## src/rtl/mc_controller_hs.sv

```systemverilog
// Multicycle control FSM for the accumulator CPU datapath.
// Drives a req/ack memory with wait states and has a watchdog that parks it in ERR.
module mc_controller_hs #(
    parameter int ACC_SEL_W = 2,
    parameter int ALU_OP_W  = 2,
    parameter int WAIT_MAX  = 15
) (
    input  logic                 clk,
    input  logic                 rst,
    input  logic                 start,
    input  logic [3:0]           ir_op,
    input  logic [2:0]           ir_lo,
    input  logic [2:0]           czn,
    input  logic                 mem_ack,
    output logic                 done,
    output logic                 err,
    output logic                 mem_req,
    output logic                 mem_we,
    output logic                 addr_sel,
    output logic                 pc_inc,
    output logic                 pc_ld,
    output logic                 ir_we,
    output logic                 tr_we,
    output logic                 a_we,
    output logic                 b_we,
    output logic                 b_src,
    output logic                 a_zero,
    output logic                 b_zero,
    output logic [ALU_OP_W-1:0]  alu_op,
    output logic                 alu_we,
    output logic                 czn_we,
    output logic [ACC_SEL_W-1:0] acc_sel,
    output logic                 acc_we
);

    localparam int CNT_W = $clog2(WAIT_MAX + 1);

    localparam logic [ALU_OP_W-1:0]  OP_ADD = '0;
    localparam logic [ALU_OP_W-1:0]  OP_AND = ALU_OP_W'(1);
    localparam logic [ALU_OP_W-1:0]  OP_NOT = ALU_OP_W'(2);
    localparam logic [ACC_SEL_W-1:0] ASEL_1 = ACC_SEL_W'(1);
    localparam logic [ACC_SEL_W-1:0] ASEL_2 = ACC_SEL_W'(2);

    typedef enum logic [3:0] {
        S_IDLE,
        S_START,
        S_FETCH,
        S_DECODE,
        S_OPND,
        S_BRANCH,
        S_LDOPS,
        S_CALC16,
        S_WB16,
        S_LDACC,
        S_CALC,
        S_WRACC,
        S_ERR
    } state_t;

    state_t           state_q, state_d;
    logic [CNT_W-1:0] cnt_q, cnt_d;

    logic op_mem;
    logic op_br;
    logic op_nop;
    logic op_halt;
    logic op_acc;
    logic op_sta;
    logic br_take;
    logic wd_exp;
    logic unused_lo;

    assign op_br     = (ir_op[3:1] == 3'b110);
    assign op_mem    = !ir_op[3] || op_br;
    assign op_nop    = (ir_op == 4'b1110);
    assign op_halt   = (ir_op == 4'b1111);
    assign op_acc    = (ir_op[3:2] == 2'b10);
    assign op_sta    = (ir_op[2:1] == 2'b01);
    assign unused_lo = ir_lo[0];

    // Last permitted wait cycle: no ack now means the access is abandoned.
    assign wd_exp = (cnt_q == CNT_W'(WAIT_MAX - 1));

    always_comb begin
        br_take = 1'b0;
        unique case (ir_lo[2:1])
            2'b00: br_take = 1'b1;
            2'b01: br_take = czn[2];
            2'b10: br_take = czn[1];
            2'b11: br_take = czn[0];
            default: br_take = 1'b0;
        endcase
    end

    always_ff @(posedge clk or posedge rst) begin
        if (rst) begin
            state_q <= S_IDLE;
            cnt_q   <= '0;
        end else begin
            state_q <= state_d;
            cnt_q   <= cnt_d;
        end
    end

    always_comb begin
        state_d  = state_q;
        done     = 1'b0;
        err      = 1'b0;
        mem_req  = 1'b0;
        mem_we   = 1'b0;
        addr_sel = 1'b0;
        pc_inc   = 1'b0;
        pc_ld    = 1'b0;
        ir_we    = 1'b0;
        tr_we    = 1'b0;
        a_we     = 1'b0;
        b_we     = 1'b0;
        b_src    = 1'b0;
        a_zero   = 1'b0;
        b_zero   = 1'b0;
        alu_op   = OP_ADD;
        alu_we   = 1'b0;
        czn_we   = 1'b0;
        acc_sel  = '0;
        acc_we   = 1'b0;

        unique case (state_q)
            S_IDLE: begin
                done = 1'b1;
                if (start) state_d = S_START;
            end
            S_START: begin
                if (!start) state_d = S_FETCH;
            end
            S_FETCH: begin
                mem_req  = 1'b1;
                addr_sel = 1'b1;
                if (mem_ack) begin
                    ir_we   = 1'b1;
                    pc_inc  = 1'b1;
                    state_d = S_DECODE;
                end else if (wd_exp) begin
                    state_d = S_ERR;
                end
            end
            S_DECODE: begin
                unique case (1'b1)
                    op_mem:  state_d = S_OPND;
                    op_nop:  state_d = S_FETCH;
                    op_halt: state_d = S_IDLE;
                    op_acc: begin
                        acc_sel = ASEL_1;
                        b_we    = 1'b1;
                        state_d = S_LDACC;
                    end
                    default: state_d = S_IDLE;
                endcase
            end
            S_OPND: begin
                mem_req  = 1'b1;
                addr_sel = 1'b1;
                if (mem_ack) begin
                    tr_we   = 1'b1;
                    pc_inc  = 1'b1;
                    state_d = op_br ? S_BRANCH : S_LDOPS;
                end else if (wd_exp) begin
                    state_d = S_ERR;
                end
            end
            S_BRANCH: begin
                pc_ld   = br_take;
                state_d = S_FETCH;
            end
            S_LDOPS: begin
                mem_req = 1'b1;
                if (mem_ack) begin
                    b_src   = 1'b1;
                    b_we    = 1'b1;
                    a_we    = 1'b1;
                    acc_sel = ASEL_1;
                    state_d = S_CALC16;
                end else if (wd_exp) begin
                    state_d = S_ERR;
                end
            end
            S_CALC16: begin
                alu_we = 1'b1;
                unique case (ir_op[2:1])
                    2'b00: begin
                        a_zero = 1'b1;
                        czn_we = 1'b1;
                    end
                    2'b01: b_zero = 1'b1;
                    2'b10: czn_we = 1'b1;
                    2'b11: begin
                        czn_we = 1'b1;
                        alu_op = OP_AND;
                    end
                    default: alu_op = OP_ADD;
                endcase
                state_d = S_WB16;
            end
            S_WB16: begin
                if (op_sta) begin
                    mem_req = 1'b1;
                    mem_we  = 1'b1;
                    if (mem_ack) begin
                        state_d = S_FETCH;
                    end else if (wd_exp) begin
                        state_d = S_ERR;
                    end
                end else begin
                    acc_we  = 1'b1;
                    acc_sel = ASEL_1;
                    state_d = S_FETCH;
                end
            end
            S_LDACC: begin
                acc_sel = ASEL_2;
                a_we    = 1'b1;
                state_d = S_CALC;
            end
            S_CALC: begin
                alu_we = 1'b1;
                unique case (ir_op[1:0])
                    2'b00: b_zero = 1'b1;
                    2'b01: czn_we = 1'b1;
                    2'b10: begin
                        czn_we = 1'b1;
                        alu_op = OP_AND;
                    end
                    2'b11: begin
                        czn_we = 1'b1;
                        alu_op = OP_NOT;
                    end
                    default: alu_op = OP_ADD;
                endcase
                state_d = S_WRACC;
            end
            S_WRACC: begin
                acc_sel = ASEL_1;
                acc_we  = 1'b1;
                state_d = S_FETCH;
            end
            S_ERR: begin
                err  = 1'b1;
                done = 1'b1;
                if (start) state_d = S_START;
            end
            default: state_d = S_IDLE;
        endcase

        // Counts unacknowledged cycles of the current access only.
        cnt_d = (mem_req && !mem_ack) ? cnt_q + CNT_W'(1) : '0;
    end

endmodule
```

## config.mk

```make
export PLATFORM = sky130hd
export DESIGN_NAME = mc_controller_hs
export DESIGN_NICKNAME = d
export VERILOG_FILES = /design/src/rtl/mc_controller_hs.sv
export SDC_FILE = /design/constraint.sdc
export NUM_CORES = 1
export LEC_CHECK = 0
export CAP_MARGIN = 10
export CORE_ASPECT_RATIO = 1.1
export CORE_MARGIN = 4
export CORE_UTILIZATION = 43
export CTS_CLUSTER_SIZE = 8
export DETAILED_ROUTE_END_ITERATION = 16
export PLACE_DENSITY = 0.9
export SYNTH_ARGS = -nofsm -noshare
export SYNTH_HDL_FRONTEND = slang
export SYNTH_SLANG_ARGS = --single-unit
```

## constraint.sdc

```tcl
create_clock -name clk -period 1.9 [get_ports clk]
set_input_delay 0.19 -clock clk [delete_from_list [all_inputs] [get_ports clk]]
set_output_delay 0.19 -clock clk [all_outputs]
set_load 0.02 [all_outputs]
```

======== Word-level counts from Yosys, hierarchy flattened ========
Cells that the tools add are included.
W data, S select, Z words.
word-level totals
  output and inout port bits .............. 21
  logic and storage cells ................. 91
  flip-flop bits (word level) ............. 8
  bits of input ports ..................... 14
cells by class
  equality and inequality tests ........... 27
  add/sub/neg operators ................... 1
  reductions and logical operators ........ 16
  mux-type cells .......................... 45
operators by type and width
  cell                   count
  $pmux W4 S11           1
  $mux W4                9
  $eq A4 B4 Y1 const B   7
  $mux W1                23
  $eq A4 B3 Y1 const B   4
  $eq A2 B2 Y1 const B   7
  $pmux W1 S2            6
  $pmux W4 S3            1
  $pmux W2 S5            1
  $reduce_or A3 Y1       3
  $eq A4 B2 Y1 const B   2
  $pmux W2 S2            2
  $reduce_or A2 Y1       4
  $eq A2 B1 Y1 const B   3
  $logic_not A2 Y1       3
  $add A4 B1 Y4 const B  1
  $eq A4 B1 Y1 const B   1
  $logic_not A4 Y1       1
  $pmux W1 S4            1
  $eq A3 B3 Y1 const B   1
  $logic_not A1 Y1       2
  $mux W2                1
  $ne A2 B1 Y1 const B   1
  $ne A2 B2 Y1 const B   1
  other kinds (3)        3

======== Depth between registers and ports, before layout ========
  word-level depth ........................ 5
  depth in mapped cells ................... 6

======== Worst setup path after synthesis ========
OpenSTA, ideal clock, no wires.
  kind .................................... register to output
  start point ............................. register state_q[2]
  end point ............................... output port mem_we
  arrival ................................. 1.451 ns
  cell stages (with the launch flop) ...... 4
  path slack .............................. 0.259 ns
  cell sequence ........................... dfrtp_1 buf_2 buf_2 nor4_1
between the ends
  word-level cells in the longest chain between the ends .. 2
RTL lines
  what                      line  RTL
  start: declaration        60    state_t state_q, state_d;
  start signal: assignment  100   state_q <= state_d;
  $eq A4 B4 Y1              127   unique case (state_q)
  $mux W1                   127
  end: declaration          18    output logic mem_we,
No other way between the ends.

======== Final worst setup path ========
  start point ............................. register state_q[1]
  end point ............................... output port acc_we
between the ends
  word-level cells in the longest chain between the ends .. 2
  elaborated cells between the ends (all ways) .. 3
  classes of those cells .................. 2 x eq/ne; 1 x mux
RTL lines
  what              line  RTL
  $eq A4 B4 Y1      127
  $pmux W1 S2 (*)   127
  end: declaration  33    output logic acc_we
Mark *: on every way between the ends. The rest lies on a longest branch, timed or not.

==> impl_metrics.tcl <==
set metrics [dict create \
    multi_input_area_sq_um 644 \
    r2r-end "state_q[1]$_DFFE_PP0P_" \
    port_buffers 33 \
    fillers 174 \
    seqCellArea_sq_um 203 \
    cts.path.max_buffers 2 \
    synth_edf_count 0 \
    die_h_um 56.3 \
    layoutNonFillerInstCount 215 \
    cts_buffers 3 \
    crit_slowest_cell "dfrtp_2" \
    ys_ff_latch 8 \
    fmax_mhz 544 \
    place.gp.congestion 0.881 \
    start_util_pct 45.2 \
    setup_viol_count_final 0 \
    syn_nets 148 \
    clk_latency_ps 250 \
    crit_required_ps 1710 \
    final_cell_mix "29 x buf_4, 19 x nor2_1, 12 x clkdlybuf4s50_1, 11 x nand2_1, 11 x a21oi_1" \
    crit_chain "buf_4 > nor2_1 > nand2_1 > a21boi_1 > clkdlybuf4s15_1" \
    fin_skew_ps 4.83 \
    max-slew-margin-rel_pct 76.4 \
    synth_warnings 0 \
    syn_to_final_growth_pct 55.8 \
    critPathLaunchType "flop" \
    maxCapViolCount 0 \
    synth_area_per_cell_sq_um 6.92 \
    hold_viol 0 \
    synth_top_area_share_pct 21.9 \
    placed_cells 212 \
    mostFrequentLayoutCell "buf_4" \
    r2r_cells 5 \
    drv_slew 0 \
    insertedDiodeCount 0 \
    placed_area_sq_um 1440 \
    wirelength_mm 3.08 \
    grt_max_degree 17 \
    timing.hold.ws_ps 173 \
    fin_ws_ps 61.8 \
    tightestPinTransition_ps 344 \
    drc 0 \
    cpPeakStageDelay_ps 440 \
    cp_data_arrival_time_ps 1650 \
    place_ws_ps -232 \
    gr-total-overflow 0 \
    cts_num_sinks 8 \
    synth_area_leaders "dfrtp_1 22%, nor2_1 8.2%, a21oi_1 6.0%" \
    peakVddDrop_mv 0.939 \
    grt_first_pass_wirelength_mm 4.97 \
    die_w_um 51.9 \
    routedWlPerCell_um 14.3 \
    post-route-period-util_pct 96.7 \
    placementRows 17 \
    dr.pass1.iters 4 \
    antenna_found_initial 0 \
    holdCritPathClass "in -> async" \
    hpwl_mm 2.55 \
    vias 1216 \
    final_nets 205 \
    drive_above_1_share_pct 26.2 \
    synth_cell_type_count 43 \
    rsz0062_at_grt "false" \
    cts_resized 28 \
    syn_inst 132 \
    ctsHoldBuffers 0 \
    grt_pass1_vias 1171 \
    core-area_sq_um 2020 \
    ant_nets 0 \
    run_status "finished, final reports clean" \
    reg2reg_slack_ps 230 \
    power_density_nw_per_um2 1270 \
    root_buffer "clkbuf_4" \
    async_reset_ff_share_pct 100 \
    netlist_area_sq_um 913 \
    drt_first_iter_violations 42 \
    end_kind "primary output" \
    critPathKind "reg -> out" \
    leakagePower_nw 0.713 \
    die-area_sq_um 2930 \
    path_clk_slew_ps 50 \
    io_pins 35 \
    tritoncts "done" \
    synth_ff_type "dfrtp_1" \
    reg2reg_from "state_q[0]$_DFFE_PP0P_" \
    track_usage_pct 21.4 \
    viasPerCell 5.66 \
    cts_max_level 1 \
    path_max_fanout 13 \
    synth_top_cell_by_area "dfrtp_1" \
    min_period_ps 1840 \
    yosysSeqAreaShare_pct 21.9 \
    postCtsSetupBuffers 0 \
    finish.instance_area_sq_um 1420 \
]
worst max-delay path, delay by kind of cell (launching register included):
kind / cells / cell delay [ps]
simple gates: 2 / 220
flops: 1 / 440
compound gates: 1 / 200
buf+inv: 2 / 530
per-layer routing:
layer  GRT usage [%]  wire (um)  up-vias
li1                -          -      577
met1            24.1       1190      564
met2            38.2       1540       69
met3            3.45        300        6
met4            9.36         50        0
met5               0          0        -
cell usage after synthesis (2+ instances only):
master	number
nor3_1	4
and3_1	2
nor2_1	20
buf_4	2
a21oi_1	11
nor2b_1	4
o22ai_1	3
nand2_1	11
or2_1	2
dfrtp_1	8
inv_1	6
ha_1	2
a21o_1	3
or2_2	3
nand4_1	2
a211oi_1	2
buf_2	6
nand2b_1	7
o21bai_1	3
xnor2_1	2
nand3_1	3
o21ai_0	5
cell type report:
class / count / share of cell area (%)
Tap cell: 28 / 2.46
Inverter: 6 / 1.58
Timing Repair Buffer: 62 / 34.8
Clock buffer: 3 / 1.58
Multi-Input combinational cell: 108 / 45.3
Sequential cell: 8 / 14.2
sequential cells by signal, summed over array words and instances, names as in the netlist:
name and count:
cnt_q 4, state_q 4
worst max-delay path by stage:
stage          cells after the start    endpoint  slack, ps                    from
2_1_floorplan                      3      mem_we        260  state_q[2]$_DFFE_PP0P_
3_3_place_gp                       6  acc_sel[0]       -170                ir_op[1]
3_5_place_dp                       6  acc_sel[0]       -230                ir_op[1]
4_1_cts                            3  acc_sel[1]        -30  state_q[1]$_DFFE_PP0P_
5_1_grt                            5      acc_we          3  state_q[1]$_DFFE_PP0P_
6_report                           5      acc_we         60  state_q[1]$_DFFE_PP0P_
cell families (layout without fill, tap and decap cells):
kind of cell / count (synthesis) / in the layout / share of synthesized area, %
adders and majority gates: 2 / 2 / 2.74
and+or+nand+nor: 66 / 66 / 37.8
xor gates and xnor gates: 3 / 3 / 2.88
DFF: 8 / 8 / 21.9
AOI/OAI and AO/OA: 36 / 36 / 25.2
buffers and inverters: 16 / 71 / 8.35
muxes: 1 / 1 / 1.10
per-stage QoR:
step / TNS [ps] / power [W] / utilization (%)
5_1_grt: 0 / 0.00195 / 70.4
6_report: 0 / 0.00181 / 70.4
3_5_place_dp: -987 / 0.00173 / 71.4
3_3_place_gp: -587 / 0.00168 / 71.4
4_1_cts: -34.8 / 0.00181 / 71.8
2_1_floorplan: 0 / 0.00107 / -
power by group:
group	switching, W	internal (W)
Sequential	0.0000758	0.000221
Combinational	0.000736	0.000656
Clock	0.0000508	0.0000718
Total	0.000862	0.000950
No activity file was read; power rests on OpenSTA's default activity.
